`src/rtl/spi_status_pkg.sv`:
```
// spi_status_pkg: shared constants and FSM state type for the SPI status transmitter.
package spi_status_pkg;
    localparam int DEFAULT_WORD_BITS = 16;
    localparam int FRAME_BITS = 2 * DEFAULT_WORD_BITS;
    typedef enum logic [1:0] {ST_IDLE, ST_SHIFT, ST_DONE} state_t;
endpackage

```
`src/rtl/spi_sync_edge.sv`:
```
// spi_sync_edge: synchronises an asynchronous pin and derives single-cycle edge strobes.
module spi_sync_edge #(
    parameter int SYNC_STAGES = 2
) (
    input  logic clock,
    input  logic reset,
    input  logic async_in,
    output logic o_level,
    output logic o_rise,
    output logic o_fall
);
    logic [SYNC_STAGES-1:0] sync;
    logic hist;
    always_ff @(posedge clock) begin
        if (reset) begin
            sync <= '0;
            hist <= 1'b0;
        end else begin
            sync <= {sync[SYNC_STAGES-2:0], async_in};
            hist <= sync[SYNC_STAGES-1];
        end
    end
    assign o_level = sync[SYNC_STAGES-1];
    assign o_rise = o_level & ~hist;
    assign o_fall = ~o_level & hist;
endmodule

```
`src/rtl/spi_status_tx.sv`:
```
// spi_status_tx: SPI mode-0 slave that shifts a two-word status frame out on MISO per chip-select.
module spi_status_tx
    import spi_status_pkg::*;
#(
    parameter int WORD_BITS = DEFAULT_WORD_BITS,
    parameter int SYNC_STAGES = 2
) (
    input  logic                 fpga_clock,
    input  logic                 reset,
    input  logic                 i_SPI_CS,
    input  logic                 i_SPI_clock,
    input  logic [WORD_BITS-1:0] i_data0,
    input  logic [WORD_BITS-1:0] i_data1,
    input  logic                 i_load,
    output logic                 o_SPI_data,
    output logic                 o_SPI_data_en,
    output logic                 o_busy,
    output logic                 o_done,
    output logic                 o_aborted
);
    localparam int NBITS = 2 * WORD_BITS;
    localparam int CW = $clog2(NBITS) + 1;
    localparam logic [CW-1:0] LAST = CW'(NBITS - 1);

    logic cs_level, cs_rise, cs_fall, sck_level, sck_rise, sck_fall;
    logic unused_levels;
    state_t state, state_next;
    logic [NBITS-1:0] holding, shift;
    logic [CW-1:0] count;
    logic done_q, aborted_q, last_rise;

    spi_sync_edge #(.SYNC_STAGES(SYNC_STAGES)) u_cs (
        .clock(fpga_clock), .reset(reset), .async_in(i_SPI_CS),
        .o_level(cs_level), .o_rise(cs_rise), .o_fall(cs_fall)
    );
    spi_sync_edge #(.SYNC_STAGES(SYNC_STAGES)) u_sck (
        .clock(fpga_clock), .reset(reset), .async_in(i_SPI_clock),
        .o_level(sck_level), .o_rise(sck_rise), .o_fall(sck_fall)
    );
    assign unused_levels = cs_level ^ sck_level;

    // cs_rise outranks any SCK edge landing in the same cycle
    assign last_rise = state == ST_SHIFT && !cs_rise && sck_rise && count == LAST;

    always_ff @(posedge fpga_clock) begin
        state <= reset ? ST_IDLE : state_next;
    end

    always_comb begin
        state_next = state;
        case (state)
            ST_IDLE:  state_next = cs_fall ? ST_SHIFT : ST_IDLE;
            ST_SHIFT: state_next = cs_rise ? ST_IDLE : last_rise ? ST_DONE : ST_SHIFT;
            ST_DONE:  state_next = cs_rise ? ST_IDLE : ST_DONE;
            default:  state_next = ST_IDLE;
        endcase
    end

    // Frame snapshots the pre-load holding value when i_load coincides with cs_fall
    always_ff @(posedge fpga_clock) begin
        if (reset) begin
            holding <= '0;
            shift <= '0;
            count <= '0;
            done_q <= 1'b0;
            aborted_q <= 1'b0;
        end else begin
            if (i_load)
                holding <= {i_data0, i_data1};
            done_q <= last_rise;
            aborted_q <= state == ST_SHIFT && cs_rise;
            if (state == ST_IDLE && cs_fall) begin
                shift <= holding;
                count <= '0;
            end else if (state == ST_SHIFT && !cs_rise) begin
                if (sck_rise)
                    count <= count + CW'(1);
                if (sck_fall)
                    shift <= {shift[NBITS-2:0], 1'b0};
            end
        end
    end

    always_comb begin
        o_busy = state != ST_IDLE;
        o_SPI_data_en = state != ST_IDLE;
        o_SPI_data = state == ST_SHIFT ? shift[NBITS-1] : 1'b0;
        o_done = done_q;
        o_aborted = aborted_q;
    end
endmodule

```
`config.mk`:
```
export PLATFORM = sky130hd
export DESIGN_NAME = spi_status_tx
export DESIGN_NICKNAME = d
export VERILOG_FILES = /design/src/rtl/spi_status_pkg.sv /design/src/rtl/spi_sync_edge.sv /design/src/rtl/spi_status_tx.sv
export SDC_FILE = /design/constraint.sdc
export NUM_CORES = 1
export LEC_CHECK = 0
export CAP_MARGIN = 0
export CORE_MARGIN = 2
export CORE_UTILIZATION = 59
export DETAILED_ROUTE_END_ITERATION = 10
export PLACE_DENSITY = 0.84
export SLEW_MARGIN = 10
export SYNTH_ARGS = -nofsm -noshare
export SYNTH_HDL_FRONTEND = slang
export SYNTH_SLANG_ARGS = --single-unit
```
`constraint.sdc`:
```
create_clock -name fpga_clock -period 2.3 [get_ports fpga_clock]
set_input_delay 0.46 -clock fpga_clock [delete_from_list [all_inputs] [get_ports fpga_clock]]
set_output_delay 0.46 -clock fpga_clock [all_outputs]
set_load 0.01 [all_outputs]
```
* After elaboration in Yosys (flattened, before gate mapping)
Index checks and enable logic that the tools add are counted.
Storage, ports and cells: bits in registers 80, input bits 37, output and inout bits 5
Cells by class: $add $sub $neg 1, eq/ne operators 3, mux-type cells 9, bitwise logic cells 8, reductions and logical operators 13
Operator list (count):
- 2-to-1 mux 32 bit | 3
- adder 6 x 1 -> 6 bit, second input constant | 1
- == test 6 x 5 -> 1 bit, second input constant | 1
- 2-to-1 mux 2 bit | 3
- case mux 2 bit (3 select lines) | 1
- nonzero test 2 bit | 3
- logical AND 1 bit | 5
- bitwise AND 1 bit | 4
- NOT 1 bit | 4
- AND reduction 2 bit | 2
- == test 2 x 1 -> 1 bit, second input constant | 1
- == test 2 bit, second input constant | 1
- zero test 2 bit | 1
- 2-to-1 mux 1 bit | 2
- OR reduction 2 bit | 1
- zero test 1 bit | 1

* Depth between registers and ports, before layout
Gate-level depths: netlist of run 1.
depth after elaboration 9, mapped depth 6, mapped depth without buffers 5

* Cells and area by module
Synthesis of run 1 repeated with hierarchy kept, for this count alone.
Unflattened totals: cells, all modules 359, area, all modules 3497.1 um^2
By module, submodules not included:
- spi_status_tx | instances 1, cells each 343, area each 3314.4 um^2, seq. area each 1481.4 um^2
- spi_sync_edge | instances 2, cells each 8, area each 91.3 um^2, seq. area each 60.1 um^2

* Worst setup path before layout of run 1
OpenSTA, ideal clock, no wires.
path type register to register, from register state[1], to register shift[10], setup time 0.147 ns, arrival 1.417 ns, required time 2.153 ns, setup slack 0.737 ns, cell stages (with the launch flop) 7, path buffers 2, period minus slack after synthesis 1.563 ns, cells stage by stage dfxtp_1 > or2_1 > or3_1 > buf_4 > buf_2 > nor2_1 > a311oi_2
On the way: longest elaborated chain between the ends 4
Ends and longest elaborated chain:
- start: declaration | line spi_status_tx.sv:27 | state_t state, state_next;
- start signal: assignment | line spi_status_tx.sv:46 | state <= reset ? ST_IDLE : state_next;
- == test 2 x 1 -> 1 bit or zero test 2 bit (tied branches) | line spi_status_tx.sv:75, spi_status_tx.sv:72
- logical AND 1 bit (on tied branches) | line spi_status_tx.sv:75, spi_status_tx.sv:72
- nonzero test 2 bit (no line)
- AND reduction 2 bit (no line)
- end signal: assignment | line spi_status_tx.sv:73 | shift <= holding;
- end signal: assignment | line spi_status_tx.sv:79 | shift <= {shift[NBITS-2:0], 1'b0};
- end: declaration | line spi_status_tx.sv:28 | logic [NBITS-1:0] holding, shift;
Parallel ways exist; a longest one is shown, timed or not. A chain may end at the register's enable or synchronous reset.

* Worst setup path after layout of run 1
from register state[1], to output o_SPI_data
On the way: longest elaborated chain between the ends 2
Ends and longest elaborated chain:
- == test 2 x 1 -> 1 bit | line spi_status_tx.sv:87 | o_SPI_data = state == ST_SHIFT ? shift[NBITS-1] : 1'b0;
- 2-to-1 mux 1 bit | line spi_status_tx.sv:87
- end: declaration | line spi_status_tx.sv:15 | output logic o_SPI_data,
No other way between the ends.

==> results of run 1 <==
layer usage:
layer	up-vias	track usage, %
met5	-	0
met4	0	12.4
met3	12	3.75
met2	47	33.8
met1	1178	28.7
li1	1253	-
synthesized netlist by cell type, types with 2 or more instances:
master | instances | area share, %
dfxtp_1 | 80 | 48
nor2_1 | 70 | 7.9
nand2_1 | 62 | 7.0
mux2i_1 | 33 | 9.9
a311oi_2 | 30 | 13
clkbuf_1 | 13 | 1.5
buf_2 | 9 | 1.3
nor2b_1 | 8 | 1.5
inv_1 | 4 | 0.45
nand2b_1 | 4 | 0.75
nand3_1 | 4 | 0.60
nor4_1 | 4 | 0.75
xnor2_1 | 4 | 1.0
buf_6 | 3 | 1.0
and3_1 | 2 | 0.37
buf_4 | 2 | 0.45
nor3_1 | 2 | 0.30
how the worst min path moves through the flow:
stage | end | slack [ns] | cells after the start | startpoint
floorplan | u_cs.sync[1] | 0.41 | 1 | u_cs.sync[0]
detailed placement | u_sck.sync[1] | 0.42 | 1 | u_sck.sync[0]
finish | u_sck.sync[1] | 0.44 | 1 | u_sck.sync[0]
global placement | u_sck.sync[1] | 0.42 | 1 | u_sck.sync[0]
global route | u_sck.sync[1] | 0.46 | 1 | u_sck.sync[0]
CTS | u_sck.sync[1] | 0.44 | 1 | u_sck.sync[0]
power by group through the flow:
stage / clock (mW) / combinational [mW] / sequential [mW]
finish: 1.07 / 0.224 / 1.47
global route: 1.15 / 0.246 / 1.48
CTS: 1.09 / 0.227 / 1.47
detailed placement: 0 / 0.225 / 1.50
global placement: 0 / 0.218 / 1.50
floorplan: 0 / 0.143 / 1.49
flip-flops by register name, indices dropped and copies added, names as in the netlist, 2 cells and up:
name,count
holding,32
shift,32
count,6
state,2
u_cs.sync,2
u_sck.sync,2
metrics by stage:
step / power (mW) / setup slack (ns) / hold WS (ns) / std cells
floorplan: 1.64 / 0.737 / 0.414 / 349
finish: 2.77 / 0.201 / 0.438 / 457
CTS: 2.79 / 0.186 / 0.443 / 457
global route: 2.87 / 0.119 / 0.457 / 457
global placement: 1.72 / 0.433 / 0.423 / 442
detailed placement: 1.73 / 0.363 / 0.424 / 442
logic make-up after synthesis:
family / Yosys count / share of synthesized area (%)
adders and majority gates: 2 / 0.675
xor gates and xnor gates: 5 / 1.31
buffers and inverters: 31 / 4.72
muxes: 33 / 9.90
and+or+nand+nor: 164 / 21.0
DFF: 80 / 48.0
AOI/OAI and AO/OA: 34 / 14.4
worst max-delay path, delay by kind of cell, from the launching register on:
| family | cells | cell delay [ns] |
|---|---|---|
| DFF | 1 | 0.41 |
| buffers and inverters | 1 | 0.47 |
| and+or+nand+nor | 2 | 0.42 |
final cells by class:
class | instances | area [sq um] | share of cell area, %
clock buffers | 12 | 165 | 4.17
clock inverters | 3 | 40.0 | 1.01
inverters | 4 | 15.0 | 0.380
well taps | 72 | 90.1 | 2.28
multi-input cells | 238 | 1580 | 39.9
repair buffers | 48 | 465 | 11.8
flip-flops and latches | 80 | 1600 | 40.5
==> out/metrics.cfg, run 1 <==
[global_routing]
antenna_found_initial=0
groute.usage.overall_pct=21.8
grt_pass1_wl_um=10700
grt_overflow=0
grt_max_degree=53
first_global_vias=2336

[yosys]
syn_nets=387
synth_cells=349
synth_seq_cells=80
yosysWarnings=0
synth_area_per_cell_sq_um=9.56
synth_edf_count=0
synth_cell_types=32
synth_flop_cell=dfxtp_1
async_reset_ff_share_pct=0
synth-seq-area-share_pct=48.0
synth_area_sq_mm=0.00334

[timing]
maxSlewHeadroom_pct=63.5
finalHoldViolations=0
setup_tns_ns=0
max_freq_ghz=0.476
slew_violations=0
skew_ns=0.00707
setup_viol=0
period_share_pct=91.3
fin_crit_ns=2.10
rsz0062_at_grt=no
worst_pin_slew_ns=0.548

[placed_design]
routabilityCongestion=0.729
portBuffers=41
dpl_cell_area_sq_mm=0.00375
dp_hpwl_um=3950

[job]
maxCapViolations=0

[critical_path]
worstPathArrival_ns=1.64
required_ns=1.84
cpMaxStageDelayCell=clkdlybuf4s50_1
path_max_fanout=6
worst-setup-path-type=flop to output pin
timing.rr.end=shift[0]
reg2reg_depth=5
path_cells=and2b_2 > and2_1 > clkdlybuf4s50_1
crit_path_end=o_SPI_data
crit_start=state[1]
r2r_start=state[1]
slowest_delay_ns=0.47
startpoint_type=flop
critical_path.endpoint_type=output pin
reg2reg_slack_ns=0.33

[route]
viasPerCell=5.45
via_count=2490
wl_per_cell_um=13.6
met1Wirelength_um=2890
highest-signal-layer=met4
wl_met3_um=252
ant_nets=0
drc=0
drtPass1Iterations=4
routed-wl-met2_um=2930
postRouteWirelength_um=6210
drt_iter0_markers=85

[clock_tree]
cts_buffers=9
postCtsHoldBufs=0
postCtsSetupBuffers=0
cts_max_path_buffers=2
cts_tree=yes
cts.sinks=80
cts_max_level=3
cts-root-buf=clkbuf_8
cts_resized=0
clk_pin_slew_worst_paths_ns=0.08
clk_latency_ns=0.35

[final_layout]
diodes=0
final_area_sq_mm=0.00396
fillers=412
synthToLayoutAreaGrowth_pct=18.6
nNetsFinal=419
drive_above_1_share_pct=15.1
final_common_cell=dfxtp_1
fin_util_pct=72.3
final_cell_mix=dfxtp_1 (80), nor2_1 (70), nand2_1 (62)

[power]
seqPwrFrac_pct=53.2
ir_drop_mv=0.358
intPower_mw=2.14
swShare_pct=22.5
p_comb_share_pct=8.1
p_sw_mw=0.622
clkPwrFrac_pct=38.7
p_leak_nw=1.51
powerDensity_mw_per_mm2=699

[die]
rows=27
dieArea_sq_mm=0.00627
core_area_sq_mm=0.00547
die_h_um=79.2
ioPinCount=42
die_w_um=79.2
start_util_pct=61.0

[status]
outcome=complete, no violations

[hold_path]
hp-class=flop to flop

Power figures use the tool's default switching activity.
==> run 2: changes to the inputs <==
Settings changed: SLEW_MARGIN 10 to default.
==> results of run 2 <==
The final DEF is identical to that of run 1; final timing and power are the same.
==> run 3: changes to the inputs <==
Settings changed: CORE_MARGIN 2 to default, TNS_END_PERCENT from default to 20.
==> run 3 against run 2 <==
Flip-flop and latch count unchanged. Utilization down 0.39 points. Non-clock buffer count down 1. Setup slack better by 0.024 ns. Critical path depth unchanged. Wire length down 0.93%.
==> out/metrics.cfg, run 3 (same netlist as run 1, synthesis figures left out) <==
[global_routing]
grt_max_degree=66
groute.usage.overall_pct=23.3
first_global_vias=2516
antenna_found_initial=0
grt_overflow=0
grt_pass1_wl_um=11000

[die]
rows=27
core_area_sq_mm=0.00547
start_util_pct=61.0
die_h_um=77.2
dieArea_sq_mm=0.00596
die_w_um=77.2
ioPinCount=42

[timing]
period_share_pct=90.2
finalHoldViolations=0
slew_violations=0
skew_ns=0.00520
max_freq_ghz=0.482
setup_ws_ns=0.225
rsz0062_at_grt=no
setup_tns_ns=0
worst_pin_slew_ns=0.624
fin_crit_ns=2.08
timing.hold.ws_ns=0.447
maxSlewHeadroom_pct=58.4
setup_viol=0

[final_layout]
final_cell_count_no_fill=456
nNetsFinal=418
drive_above_1_share_pct=13.8
synthToLayoutAreaGrowth_pct=17.9
diodes=0
top_regs=holding (32), shift (32), count (6)
final_cell_mix=dfxtp_1 (80), nor2_1 (70), nand2_1 (62)
final_common_cell=dfxtp_1

[critical_path]
path_max_fanout=6
critical_path.endpoint_type=output pin
cpMaxStageDelayCell=clkdlybuf4s50_1
critPathBufInv=1
slowest_delay_ns=0.47
path_delay_family=buffers and inverters
worst-setup-path-type=flop to output pin
required_ns=1.84
worstPathArrival_ns=1.62
path_cells=and2b_2 > and2_1 > clkdlybuf4s50_1
startpoint_type=flop

[job]
maxCapViolations=0

[clock_tree]
cts_max_level=3
postCtsSetupBuffers=0
clk_pin_slew_worst_paths_ns=0.07
cts_tree=yes
cts_buffers=9
cts-root-buf=clkbuf_8
cts_resized=0
cts.sinks=80
cts_max_path_buffers=2
postCtsHoldBufs=0
clk_latency_ns=0.35

[power]
powerDensity_mw_per_mm2=664
ir_drop_mv=0.409
p_leak_nw=1.49

[placed_design]
routabilityCongestion=0.733
portBuffers=41
dp.cells=441
pre_cts_ws_ns=0.577
dp_hpwl_um=3790

[route]
viasPerCell=5.54
drtPass1Iterations=4
ant_nets=0
wl_per_cell_um=13.5
postRouteWirelength_um=6160
drc=0
drt_iter0_markers=95
via_count=2527

[status]
outcome=complete, no violations

[hold_path]
hp-class=flop to flop

==> run 3: cell count changes in the layout (fill, tap and decap cells not counted), sizes merged <==
cell / change
bufinv: -1
clkinv: -2
clkbuf: +3
buf: -1
==> run 3: metal layers <==
| layer | GRT usage (%) | wire, um |
|---|---|---|
| met3 | 6.07 | 202 |
| met5 | 0 | 0 |
| met1 | 28.4 | 2940 |
| met4 | 11.3 | 139 |
| met2 | 38.1 | 2870 |
==> run 3: worst paths after layout <==
check	cells after the start	to	slack (ns)	from
worst max-delay path	3	o_SPI_data	0.22	state[1]
worst min-delay path	1	u_cs.sync[1]	0.45	u_cs.sync[0]
worst max register to register	5	shift[0]	0.57	state[1]
worst min register to register	1	u_cs.sync[1]	0.45	u_cs.sync[0]
==> run 3: area by class of cell <==
cell class	instances	area [sq um]
Tap cell	72	90.1
Fill cell	436	1540
Inverter	4	15.0
Timing Repair Buffer	47	483
Clock buffer	15	166
Sequential cell	80	1600
Multi-Input combinational cell	238	1580
==> run 3: power by group <==
part           internal [mW]  switching (mW)  total [mW]
Combinational          0.125           0.104       0.230
Sequential              1.44          0.0306        1.47
Clock                  0.448           0.463       0.912
==> run 3: metrics by stage <==
step	total power, mW	util (%)	cell area [sq um]
6_report	2.61	71.9	3940
4_1_cts	2.63	71.9	3940
3_3_place_gp	1.72	68.9	3770
3_5_place_dp	1.73	68.9	3770
5_1_grt	2.72	71.9	3940
2_1_floorplan	1.64	-	3340
